### src/rtl/spi_tx_sequencer.sv
// spi_tx_sequencer: byte FIFO plus launch sequencer in front of an SPI master.
// One transfer per queued byte; received bytes come back as a one-cycle strobe.
module spi_tx_sequencer #(
    parameter int DEPTH          = 8,
    parameter int AW             = 3,
    parameter int GAP_CYCLES     = 2,
    parameter int LAUNCH_TIMEOUT = 15
) (
    input  logic          i_clk,
    input  logic          i_rst_n,
    input  logic          i_wr_valid,
    input  logic [7:0]    i_wr_data,
    output logic          o_wr_ready,
    output logic [AW:0]   o_fifo_level,
    output logic          o_tx_enable,
    output logic [7:0]    o_data_tx,
    input  logic          i_tx_busy,
    input  logic [7:0]    i_data_rx,
    output logic          o_rx_valid,
    output logic [7:0]    o_rx_data,
    output logic          o_timeout_err,
    output logic          o_idle
);

    localparam int GAP_EFF = (GAP_CYCLES < 2) ? 2 : GAP_CYCLES;
    localparam int TW      = $clog2(LAUNCH_TIMEOUT + 1);
    localparam int GW      = $clog2(GAP_EFF + 1);

    localparam logic [TW-1:0] TO_LAST  = TW'(LAUNCH_TIMEOUT - 1);
    localparam logic [GW-1:0] GAP_LAST = GW'(GAP_EFF - 1);
    localparam logic [AW:0]   FULL     = (AW + 1)'(DEPTH);

    typedef enum logic [2:0] {
        S_IDLE,
        S_LAUNCH,
        S_BUSY,
        S_CAPTURE,
        S_GAP
    } state_t;

    state_t        state_q, state_d;
    logic [7:0]    mem_q [DEPTH];
    logic [AW-1:0] wr_ptr_q, wr_ptr_d;
    logic [AW-1:0] rd_ptr_q, rd_ptr_d;
    logic [AW:0]   level_q, level_d;
    logic [TW-1:0] tmr_q, tmr_d;
    logic [GW-1:0] gap_q, gap_d;
    logic          tx_en_q, tx_en_d;
    logic [7:0]    data_tx_q, data_tx_d;
    logic          rx_valid_q, rx_valid_d;
    logic [7:0]    rx_data_q, rx_data_d;
    logic          tmo_q, tmo_d;
    logic          wr_ready_q, wr_ready_d;
    logic          idle_q, idle_d;
    logic          push;
    logic          pop;

    // Next-state for FIFO pointers, FSM, timers and all registered outputs.
    always_comb begin
        push       = i_wr_valid && wr_ready_q;
        pop        = (state_q == S_IDLE) && (level_q != '0);
        state_d    = state_q;
        wr_ptr_d   = wr_ptr_q;
        rd_ptr_d   = rd_ptr_q;
        level_d    = level_q;
        tmr_d      = tmr_q;
        gap_d      = gap_q;
        data_tx_d  = data_tx_q;
        rx_data_d  = rx_data_q;
        rx_valid_d = 1'b0;
        tmo_d      = 1'b0;

        if (push) begin
            wr_ptr_d = wr_ptr_q + AW'(1);
        end
        if (pop) begin
            rd_ptr_d = rd_ptr_q + AW'(1);
        end
        unique case ({push, pop})
            2'b10:   level_d = level_q + (AW + 1)'(1);
            2'b01:   level_d = level_q - (AW + 1)'(1);
            default: level_d = level_q;
        endcase

        unique case (state_q)
            S_IDLE: begin
                if (pop) begin
                    data_tx_d = mem_q[rd_ptr_q];
                    tmr_d     = '0;
                    state_d   = S_LAUNCH;
                end
            end
            S_LAUNCH: begin
                tmr_d = tmr_q + TW'(1);
                if (i_tx_busy) begin
                    state_d = S_BUSY;
                end else if (tmr_q == TO_LAST) begin
                    tmo_d   = 1'b1;
                    gap_d   = '0;
                    state_d = S_GAP;
                end
            end
            S_BUSY: begin
                if (!i_tx_busy) begin
                    state_d = S_CAPTURE;
                end
            end
            S_CAPTURE: begin
                rx_data_d  = i_data_rx;
                rx_valid_d = 1'b1;
                gap_d      = '0;
                state_d    = S_GAP;
            end
            S_GAP: begin
                gap_d = gap_q + GW'(1);
                if (gap_q == GAP_LAST) begin
                    state_d = S_IDLE;
                end
            end
            default: state_d = S_IDLE;
        endcase

        // Enable rises one cycle after LAUNCH entry so data is set up first,
        // and drops on the same edge that leaves LAUNCH.
        tx_en_d    = (state_q == S_LAUNCH) && (state_d == S_LAUNCH);
        wr_ready_d = (level_d < FULL);
        idle_d     = (state_d == S_IDLE) && (level_d == '0);
    end

    // FIFO storage; contents need no reset since level gates every read.
    always_ff @(posedge i_clk) begin
        if (push) begin
            mem_q[wr_ptr_q] <= i_wr_data;
        end
    end

    // State and output registers with synchronous active-low reset.
    always_ff @(posedge i_clk) begin
        if (!i_rst_n) begin
            state_q    <= S_IDLE;
            wr_ptr_q   <= '0;
            rd_ptr_q   <= '0;
            level_q    <= '0;
            tmr_q      <= '0;
            gap_q      <= '0;
            tx_en_q    <= 1'b0;
            data_tx_q  <= '0;
            rx_valid_q <= 1'b0;
            rx_data_q  <= '0;
            tmo_q      <= 1'b0;
            wr_ready_q <= 1'b1;
            idle_q     <= 1'b1;
        end else begin
            state_q    <= state_d;
            wr_ptr_q   <= wr_ptr_d;
            rd_ptr_q   <= rd_ptr_d;
            level_q    <= level_d;
            tmr_q      <= tmr_d;
            gap_q      <= gap_d;
            tx_en_q    <= tx_en_d;
            data_tx_q  <= data_tx_d;
            rx_valid_q <= rx_valid_d;
            rx_data_q  <= rx_data_d;
            tmo_q      <= tmo_d;
            wr_ready_q <= wr_ready_d;
            idle_q     <= idle_d;
        end
    end

    assign o_wr_ready    = wr_ready_q;
    assign o_fifo_level  = level_q;
    assign o_tx_enable   = tx_en_q;
    assign o_data_tx     = data_tx_q;
    assign o_rx_valid    = rx_valid_q;
    assign o_rx_data     = rx_data_q;
    assign o_timeout_err = tmo_q;
    assign o_idle        = idle_q;

endmodule

### config.mk
export PLATFORM = sky130hd
export DESIGN_NAME = spi_tx_sequencer
export DESIGN_NICKNAME = d
export VERILOG_FILES = /design/src/rtl/spi_tx_sequencer.sv
export SDC_FILE = /design/constraint.sdc
export NUM_CORES = 1
export LEC_CHECK = 0
export CAP_MARGIN = 0
export CORE_UTILIZATION = 45
export CTS_CLUSTER_SIZE = 28
export DETAILED_ROUTE_END_ITERATION = 7
export PLACE_DENSITY = 0.69
export SYNTH_ARGS = -nofsm -noshare
export SYNTH_HDL_FRONTEND = slang
export SYNTH_SLANG_ARGS = --single-unit
### constraint.sdc
create_clock -name i_clk -period 2.8 [get_ports i_clk]
set_input_delay 0.7 -clock i_clk [delete_from_list [all_inputs] [get_ports i_clk]]
set_output_delay 0.7 -clock i_clk [all_outputs]
set_load 0.01 [all_outputs]
==> run summary, run 1 <==
Cell Count, Final, Fillers Out -> 450
commonest cells after routing, fill and taps aside -> 64 x edfxtp_1, 44 x clkdlybuf4s50_1, 40 x nor2_1, 40 x dfxtp_1, 18 x mux2i_1
Hold Slack -> 0.502 ns
GPL Wtd Cong -> 0.780
Data required, critical path -> 3.07 ns
die width -> 97.7 µm
CTS Buffer Depth -> 2
Final period util -> 83.4%
maximum clock frequency -> 0.428 GHz
final setup fails -> 0
failing checks -> design-rule violations
IO Pins -> 45
Post-CTS Resized -> 0
WL/cell -> 16.4 µm
Residual DRC -> 14
worst vdd ir -> 0.000393 V
vias per inst -> 5.31
critical path data arrival time -> 2.61 ns
Detailed Route Iter0 Violations -> 107
worst-path cell chain -> nor3_2 > a2111oi_4 > ha_1 > xor2_1 > ha_1 > a21oi_1 > xor2_1 > nor2_1 > xnor2_1 > a41o_1
antenna cell count -> 0
postcts setup bufs -> 0
hpwl dp -> 4.92 mm
Worst setup SP type -> flip-flop
CP peak stage delay -> 0.45 ns
Yosys Warn Count -> 0
largest net degree at the start of global routing -> 35
# rows -> 34
initial core utilization -> 46.8%
initial antenna violation count -> 0
Crit-path slowest cell -> dfxtp_1
Layout area overhead -> 20.2%
Avg Synthesized Cell Area -> 14.7 µm²
most common library cell in the layout ignoring fill and taps -> edfxtp_1
H-tree depth -> 3
Clk pin slew, worst setup/hold paths -> 0.10 ns
grt ovf -> 0
post-synthesis register bit count -> 104
Unique masters post-synth -> 42
cts hold-fix bufs -> 0
first-pass GRT wire length -> 11.9 mm
final hold vios -> 0
clk sink count -> 104
worst slew pin tran -> 0.829 ns
sequential area share after synthesis -> 66.1%
Die Span Y -> 97.7 µm
leakage dissipation -> 1.75 nW
Clock Latency Late Sink -> 0.38 ns
nets -> 365
PwrDens -> 836 nW/µm²
CTS buffer count -> 9
Tot Pwr -> 4.14 mW
worst-path fanout max -> 6
max-cap viol count -> 0
Vias -> 2391
outcome -> finished with violations
min Tclk post-route -> 2.33 ns
Critical Path Sink Type -> flip-flop
share of layout cells above drive strength 1 -> 14.9%
Syn Inst Count -> 281
Post-Route Skew -> 0.0122 ns
die area -> 9550 µm²
synthesized area -> 4120 µm²
ANT nets after route -> 0
drt first pass iters -> 6
core area -> 8810 µm²
RSZ-0062 raised after global routing -> false
Total GRT Usage -> 16.7%
syn nets -> 309
Final Slew Violations -> 0
clock root buffer -> clkbuf_8
vias in the first global route -> 2327
CTS tree -> built
Min-Delay Path Class -> flip-flop to flip-flop
max_slew headroom -> 44.6%
Placed Instances -> 434
kind of critical path -> flip-flop to flip-flop
I/O Buffers -> 44
setup tns final -> 0 ns
final wirelength -> 7.40 mm
-- where the power goes --
part           internal, mW  total (mW)  switching [mW]
combinational         0.648        1.23           0.585
sequential             1.79        1.94           0.143
clock                 0.435       0.973           0.538
-- metrics by stage --
step	utilization [%]	instance area (µm²)	setup slack, ns
floorplan	-	4120	0.0158
global placement	53.9	4740	0.155
detailed placement	53.9	4740	0.0760
CTS	56.3	4960	0.416
global route	56.3	4960	0.246
finish	56.3	4960	0.465
-- kinds of logic (layout without fill, tap and decap cells) --
| logic type | after synthesis | count (layout) | share of synthesized area, % |
|---|---|---|---|
| flops | 104 | 104 | 66.1 |
| simple gates | 82 | 82 | 9.35 |
| mux | 34 | 34 | 13.1 |
| compound gates | 24 | 24 | 4.86 |
| buf+inv | 18 | 79 | 1.85 |
| xor+xnor | 11 | 11 | 2.34 |
| fa+ha+maj | 8 | 8 | 2.43 |
-- cell usage after synthesis --
library cell   n  area share (%)
xnor2_1        4            0.85
nor3_1         7            0.85
nand4_1        1            0.15
or3b_1         1            0.21
buf_2          4            0.49
mux2i_1       18             4.4
nand3_1        5            0.61
nor2b_1        3            0.46
buf_1          1           0.091
and2_1         3            0.46
dfxtp_1       40              19
a41o_1         1            0.24
a221o_1        1            0.24
nand2b_1       4            0.61
nor3b_1        1            0.18
clkinv_1       1           0.091
and3_1         1            0.15
ha_1           8             2.4
or2_2          1            0.15
nor4_1         2            0.30
nor2_1        40             3.6
and3b_1        1            0.21
o21ai_0        2            0.24
a22oi_1        1            0.18
nor2_2         1            0.15
nor3_2         1            0.24
o21a_1         1            0.18
o22a_1         2            0.43
a21o_1         1            0.18
a2111oi_4      1            0.67
clkbuf_1       7            0.64
nand2_1        9            0.82
xor2_1         7             1.5
inv_1          4            0.36
a211oi_1       8             1.5
mux4_2        16             8.7
edfxtp_1      64              47
or3_1          1            0.15
a2111oi_2      1            0.36
o31ai_1        1            0.18
buf_4          1            0.18
a21oi_1        4            0.49
-- registers in the layout, summed over array words and instances, names as in the netlist, 2 cells and up --
name	cells
rd_ptr_q	3
o_rx_data	8
mem_q	64
o_data_tx	8
gap_q	2
wr_ptr_q	3
tmr_q	4
state_q	3
o_fifo_level	4
-- critical path: cells and delay by family (launching register included) --
kind	cells	cell delay, ns
xor gates and xnor gates	3	0.37
DFF	1	0.45
AOI/OAI and AO/OA	3	0.79
adders and majority gates	2	0.44
and+or+nand+nor	2	0.18
-- routing by layer --
metal,part of all wire (%),vias to the layer above,global-route usage [%]
met5,0,-,0
met4,1.2,0,4.90
met3,5.8,10,5.11
met2,49,67,28.2
met1,44,1161,20.8
li1,-,1153,-
-- final cells by class --
cell class	count	area (µm²)
clock buffer	9	124
clock inverter	7	87.6
fill	715	3850
inverter	5	18.8
multi-input combinational	159	1320
sequential	104	2720
tap	108	135
timing repair buffer	58	546
-- path summary, 6_finish.rpt --
kind / from / endpoint / slack [ns] / cells after the start
max: o_fifo_level[1] / o_idle / 0.47 / 10
min: o_data_tx[4] / o_data_tx[4] / 0.50 / 2
max reg2reg: o_fifo_level[1] / o_idle / 0.47 / 10
min reg2reg: o_data_tx[4] / o_data_tx[4] / 0.50 / 2
(Power assumes the default switching activity.)
==> run 2, diff against run 1 <==
--- a/config.mk
+++ b/config.mk
@@ -9,7 +9,7 @@
 export CORE_UTILIZATION = 45
 export CTS_CLUSTER_SIZE = 28
 export DETAILED_ROUTE_END_ITERATION = 7
-export PLACE_DENSITY = 0.69
+export PLACE_DENSITY = 0.66
 export SYNTH_ARGS = -nofsm -noshare
 export SYNTH_HDL_FRONTEND = slang
 export SYNTH_SLANG_ARGS = --single-unit
==> constraint.sdc (replaced) <==
create_clock -name i_clk -period 2.35 [get_ports i_clk]
set_input_delay 0.5875 -clock i_clk [delete_from_list [all_inputs] [get_ports i_clk]]
set_output_delay 0.5875 -clock i_clk [all_outputs]
set_load 0.01 [all_outputs]
==> run 2 against run 1 <==
The run still ends with design-rule violations left. Power is 16% higher. Count of clock-buffer cells in the layout increased by 2. Cell count is 1.3% higher. Critical path type unchanged. Core utilization increased by 0.16 points. Largest cell class unchanged. Largest power group unchanged. Register-to-register slack got worse by 0.24 ns. Global-route usage down 0.25 points. First-iteration DRC count fell by 0.93%. Die area is the same.
==> run summary, run 2 (same netlist as run 1, synthesis figures left out) <==
dpl ws -> -0.118 ns (-0.194 ns)
CTS tree -> built
GPL Wtd Cong -> 0.772 (-1.1%)
Final period util -> 90.5% (+7.1 points)
worst slew pin tran -> 0.582 ns (-0.247 ns)
clock root buffer -> clkbuf_8
Die Span Y -> 97.7 µm (unchanged)
drt first pass iters -> 6 (unchanged)
# rows -> 34 (unchanged)
antenna cell count -> 0 (unchanged)
initial antenna violation count -> 0 (unchanged)
Clock Latency Late Sink -> 0.36 ns (-0.02 ns)
worst r2r path cells -> 9 (-1)
outcome -> finished with violations
die area -> 9550 µm² (unchanged)
final instance area -> 4970 µm² (+0.28%)
Post-CTS Resized -> 0 (unchanged)
setup tns final -> 0 ns (unchanged)
Reg2Reg Launch Point -> o_fifo_level[1]
clk sink count -> 104 (unchanged)
worst vdd ir -> 0.000539 V (+37%)
Hold Slack -> 0.499 ns (-0.00292 ns)
min Tclk post-route -> 2.13 ns (-0.208 ns)
critical path data arrival time -> 2.38 ns (-0.23 ns)
first-pass GRT wire length -> 11.9 mm (-0.18%)
WL/cell -> 16.1 µm (-2.0%)
Hold EP -> o_data_tx[1]
IO Pins -> 45 (unchanged)
fillers -> 712 (-0.42%)
max reg flops -> 64 (unchanged)
final hold vios -> 0 (unchanged)
CTS Buffer Depth -> 2 (unchanged)
Cell Count, Final, Fillers Out -> 456 (+1.3%)
Total GRT Usage -> 16.5% (-0.25 points)
Min-Delay Path Class -> flip-flop to flip-flop
max-cap viol count -> 0 (unchanged)
max_slew headroom -> 61.1% (+16 points)
Placed Instances -> 440 (+1.4%)
ANT nets after route -> 0 (unchanged)
CTS buffer count -> 9 (unchanged)
initial core utilization -> 46.8% (unchanged)
RSZ-0062 raised after global routing -> false
leakage dissipation -> 1.75 nW (+0.23%)
Post-Route Skew -> 0.00844 ns (-0.00378 ns)
HP Start -> o_data_tx[1]
Area after DPL -> 4810 µm² (+1.3%)
Detailed Route Iter0 Violations -> 106 (-0.93%)
PwrDens -> 965 nW/µm² (+15%)
area occupied by multi-input gates -> 1330 µm² (+0.28%)
grt ovf -> 0 (unchanged)
die width -> 97.7 µm (unchanged)
most common library cell in the layout ignoring fill and taps -> edfxtp_1
nets -> 371 (+1.6%)
Clk pin slew, worst setup/hold paths -> 0.09 ns (about the same)
WHS Path Cells -> 2 (unchanged)
Layout area overhead -> 20.6%
Residual DRC -> 10 (-4)
Most flops, register -> mem_q
setup ws final -> 0.223 ns (-0.242 ns)
register area -> 2740 µm² (+0.46%)
kind of critical path -> flip-flop to flip-flop
vias per inst -> 5.23 (-1.6%)
worst-path fanout max -> 6 (unchanged)
final setup fails -> 0 (unchanged)
vias in the first global route -> 2340 (+0.56%)
hpwl dp -> 5.02 mm (+2.0%)
cts hold-fix bufs -> 0 (unchanged)
commonest cells after routing, fill and taps aside -> 64 x edfxtp_1, 44 x clkdlybuf4s50_1, 40 x nor2_1
Final Slew Violations -> 0 (unchanged)
Vias -> 2383 (-0.33%)
postcts setup bufs -> 0 (unchanged)
share of layout cells above drive strength 1 -> 17.5% (+2.6 points)
Tot Pwr -> 4.80 mW (+16%)
Worst setup SP type -> flip-flop
Critical Path Sink Type -> flip-flop
R2R Path End -> o_idle
failing checks -> design-rule violations
final wirelength -> 7.34 mm (-0.74%)
worst reg-to-reg setup slack -> 0.22 ns (-0.24 ns)
Data required, critical path -> 2.61 ns (-0.46 ns)
Final Util -> 56.4% (+0.16 points)
H-tree depth -> 3 (unchanged)
I/O Buffers -> 44 (unchanged)
largest net degree at the start of global routing -> 21 (-40%)
maximum clock frequency -> 0.470 GHz (+9.8%)
core area -> 8810 µm² (unchanged)
run 2: layout make-up:
type                            instances  share of cell area, %
Clock inverter                          5                  0.655
Sequential cell                       104                   55.0
Clock buffer                           11                   2.64
Multi-Input combinational cell        159                   26.7
Inverter                                5                  0.378
Timing Repair Buffer                   64                   11.9
Tap cell                              108                   2.72
run 2: metal layers:
layer | routed length (µm) | vias up | track usage, %
met2 | 3590 | 51 | 26.7
met4 | 92 | 0 | 5.94
met1 | 3330 | 1159 | 21.4
met5 | 0 | - | 0
li1 | - | 1164 | -
met3 | 332 | 9 | 4.46
run 2: how the worst max path moves through the flow:
| stage | slack [ns] | to | cells past startpoint | start |
|---|---|---|---|---|
| after floorplan | 0.004 | o_idle | 12 | o_fifo_level[3] |
| after global placement | -0.09 | o_idle | 10 | i_wr_valid |
| after detailed placement | -0.12 | o_idle | 10 | i_wr_valid |
| after CTS | 0.21 | o_idle | 10 | o_fifo_level[1] |
| after global routing | 0.0006 | o_idle | 9 | o_fifo_level[2] |
| final | 0.22 | o_idle | 9 | o_fifo_level[1] |
run 2: power by group:
part / switching [mW] / total (mW) / internal [mW]
Clock: 0.566 / 0.951 / 0.385
Combinational: 0.751 / 1.56 / 0.812
Sequential: 0.135 / 2.28 / 2.15
run 2: critical path: stages (launching register included):
cell and delay, ns:
dfxtp_4 0.39, nor3_2 0.07, a2111oi_4 0.34, buf_4 0.21, ha_1 0.22, xor2_1 0.16, a22oi_1 0.08, a21oi_1 0.20
xnor2_1 0.12, a41o_1 0.23
==> run 3, diff against run 2 <==
--- a/config.mk
+++ b/config.mk
@@ -5,11 +5,12 @@
 export SDC_FILE = /design/constraint.sdc
 export NUM_CORES = 1
 export LEC_CHECK = 0
-export CAP_MARGIN = 0
-export CORE_UTILIZATION = 45
+export CAP_MARGIN = 20
+export CORE_UTILIZATION = 58
+export CTS_BUF_LIST = sky130_fd_sc_hd__clkbuf_8
 export CTS_CLUSTER_SIZE = 28
 export DETAILED_ROUTE_END_ITERATION = 7
-export PLACE_DENSITY = 0.66
+export PLACE_DENSITY = 0.82
 export SYNTH_ARGS = -nofsm -noshare
 export SYNTH_HDL_FRONTEND = slang
 export SYNTH_SLANG_ARGS = --single-unit
==> run 3 against run 2 <==
The flow now finishes without violations. Via count is 2.3% higher. Flip-flop and latch count unchanged. Sequential share of layout area is essentially flat. Cell count decreased by 2.4%. Power rose by 2.0%. Clock skew is 0.0051 ns higher. Non-clock buffer count increased by 1. Register-to-register slack got worse by 0.04 ns. Critical path type unchanged.
==> run summary, run 3 (same netlist as run 1, synthesis figures left out) <==
Vias -> 2438 (+2.3%)
Residual DRC -> 0 (-10)
initial antenna violation count -> 0 (unchanged)
nets -> 372 (+0.27%)
final hold vios -> 0 (unchanged)
initial core utilization -> 60.3% (+14 points)
IO Pins -> 45 (unchanged)
Critical Path Sink Type -> flip-flop
cts hold-fix bufs -> 0 (unchanged)
H-tree depth -> 3 (unchanged)
Worst setup SP type -> flip-flop
WHS Path Cells -> 2 (unchanged)
most common library cell in the layout ignoring fill and taps -> edfxtp_1
Final Slew Violations -> 0 (unchanged)
Top Family by Delay on Critical Path -> compound AO/OA/AOI/OAI gates
commonest cells after routing, fill and taps aside -> 64 x edfxtp_1, 44 x clkdlybuf4s50_1, 40 x nor2_1
clock root buffer -> clkbuf_8
kind of critical path -> flip-flop to flip-flop
worst slew pin tran -> 0.604 ns (+0.0214 ns)
CTS tree -> built
max-cap viol count -> 0 (unchanged)
vias per inst -> 5.48 (+4.8%)
largest net degree at the start of global routing -> 20 (-4.8%)
HP Start -> o_rx_data[3]
Tot Pwr -> 4.89 mW (+2.0%)
CTS buffer count -> 9 (unchanged)
Detailed Route Iter0 Violations -> 84 (-21%)
R2R Path End -> o_idle
Data required, critical path -> 2.61 ns (about the same)
GPL Wtd Cong -> 0.804 (+4.2%)
Clock Latency Late Sink -> 0.36 ns (about the same)
outcome -> finished, final reports clean
M1 WL -> 3.32 mm (-0.42%)
Post-Route Skew -> 0.0136 ns (+0.00511 ns)
max reg flops -> 64 (unchanged)
WL/cell -> 16.5 µm (+2.7%)
max_slew headroom -> 59.7% (-1.4 points)
Hold EP -> o_rx_data[3]
worst-path cell chain -> nor3_2 > a2111oi_4 > ha_1 > buf_4 > and3b_1 > o21ai_0 > a21oi_1 > xnor2_1 > a41o_1
first-pass GRT wire length -> 11.9 mm (about the same)
maximum clock frequency -> 0.463 GHz (-1.6%)
Layout area overhead -> 20.7% (about the same)
worst vdd ir -> 0.000591 V (+9.8%)
vias in the first global route -> 2423 (+3.5%)
CP peak stage delay -> 0.39 ns (about the same)
final wirelength -> 7.36 mm (+0.20%)
min Tclk post-route -> 2.16 ns (+0.0354 ns)
die area -> 7450 µm² (-22%)
Clk pin slew, worst setup/hold paths -> 0.10 ns (about the same)
Most flops, register -> mem_q
Routed met3 length -> 379 µm (+14%)
Die Span Y -> 86.3 µm (-12%)
CTS Buffer Depth -> 2 (unchanged)
share of layout cells above drive strength 1 -> 18.1% (+0.52 points)
Min-Delay Path Class -> flip-flop to flip-flop
grt ovf -> 0 (unchanged)
drt first pass iters -> 4 (-2)
Buf/Inv on CP -> 1 (unchanged)
PwrDens -> 983 nW/µm² (+1.9%)
critical path data arrival time -> 2.42 ns (+0.04 ns)
# rows -> 30 (-12%)
hpwl dp -> 5.00 mm (-0.47%)
clk sink count -> 104 (unchanged)
Reg2Reg Launch Point -> o_fifo_level[2]
die width -> 86.3 µm (-12%)
Placed Instances -> 427 (-3.0%)
RSZ-0062 raised after global routing -> false
I/O Buffers -> 44 (unchanged)
max layer used -> met4
metal2 WL -> 3.53 mm (-1.6%)
Crit-path slowest cell -> dfxtp_2
leakage dissipation -> 1.77 nW (+0.99%)
final setup fails -> 0 (unchanged)
Cell Count, Final, Fillers Out -> 445 (-2.4%)
core area -> 6830 µm² (-22%)
antenna cell count -> 0 (unchanged)
worst r2r path cells -> 9 (unchanged)
Final period util -> 92.0% (+1.5 points)
setup tns final -> 0 ns (unchanged)
Total GRT Usage -> 21.9% (+5.4 points)
final instance area -> 4970 µm² (about the same)
worst-path fanout max -> 5 (-1)
Area after DPL -> 4780 µm² (-0.47%)
ANT nets after route -> 0 (unchanged)
worst reg-to-reg setup slack -> 0.19 ns (-0.04 ns)
run 3: layout make-up:
type | count | area, µm²
Fill cell | 479 | 1860
Tap cell | 96 | 120
Clock inverter | 7 | 47.5
Clock buffer | 9 | 124
Inverter | 5 | 18.8
Multi-Input combinational cell | 159 | 1330
Sequential cell | 104 | 2740
Timing Repair Buffer | 65 | 602
run 3: what timing repair did:
action | 4_1_cts | 5_1_grt
setup endpoints to repair | 0 | 1
resized for setup | 0 | 1
buffers inserted | 0 | 2
run 3: report_power, final:
part           leakage (nW)  switching (mW)  total [mW]  internal [mW]
clock                0.0908           0.580       0.965          0.385
sequential            0.910           0.137        2.29           2.15
combinational         0.767           0.787        1.64          0.854
total                  1.77            1.50        4.89           3.39
run 3: through the flow:
step | setup WS, ns | util, % | hold WS, ns
2_1_floorplan | 0.00396 | - | 0.477
5_1_grt | 0.00175 | 72.8 | 0.536
6_report | 0.188 | 72.8 | 0.499
3_5_place_dp | -0.113 | 70.0 | 0.484
4_1_cts | 0.129 | 72.5 | 0.506
3_3_place_gp | -0.0814 | 70.0 | 0.473
run 3: metal layers:
layer / up-vias / global-route usage (%)
met3: 11 / 4.48
li1: 1169 / -
met1: 1183 / 28.7
met4: 0 / 10.3
met2: 75 / 35.4
met5: - / 0
run 3: how the worst max path moves through the flow:
| stage | from | to | slack [ns] | cells after the start |
|---|---|---|---|---|
| 2_1_floorplan | o_fifo_level[3] | o_idle | 0.004 | 12 |
| 3_3_place_gp | i_wr_valid | o_idle | -0.08 | 10 |
| 3_5_place_dp | i_wr_valid | o_idle | -0.11 | 9 |
| 4_1_cts | o_fifo_level[2] | o_idle | 0.13 | 9 |
| 5_1_grt | o_fifo_level[2] | o_idle | 0.002 | 9 |
| 6_report | o_fifo_level[2] | o_idle | 0.19 | 9 |
run 3: tightest hold or removal path, cell delays in order (launching register included):
cell     delay, ns
dfxtp_1       0.33
mux2i_1       0.07
nor2_1        0.07
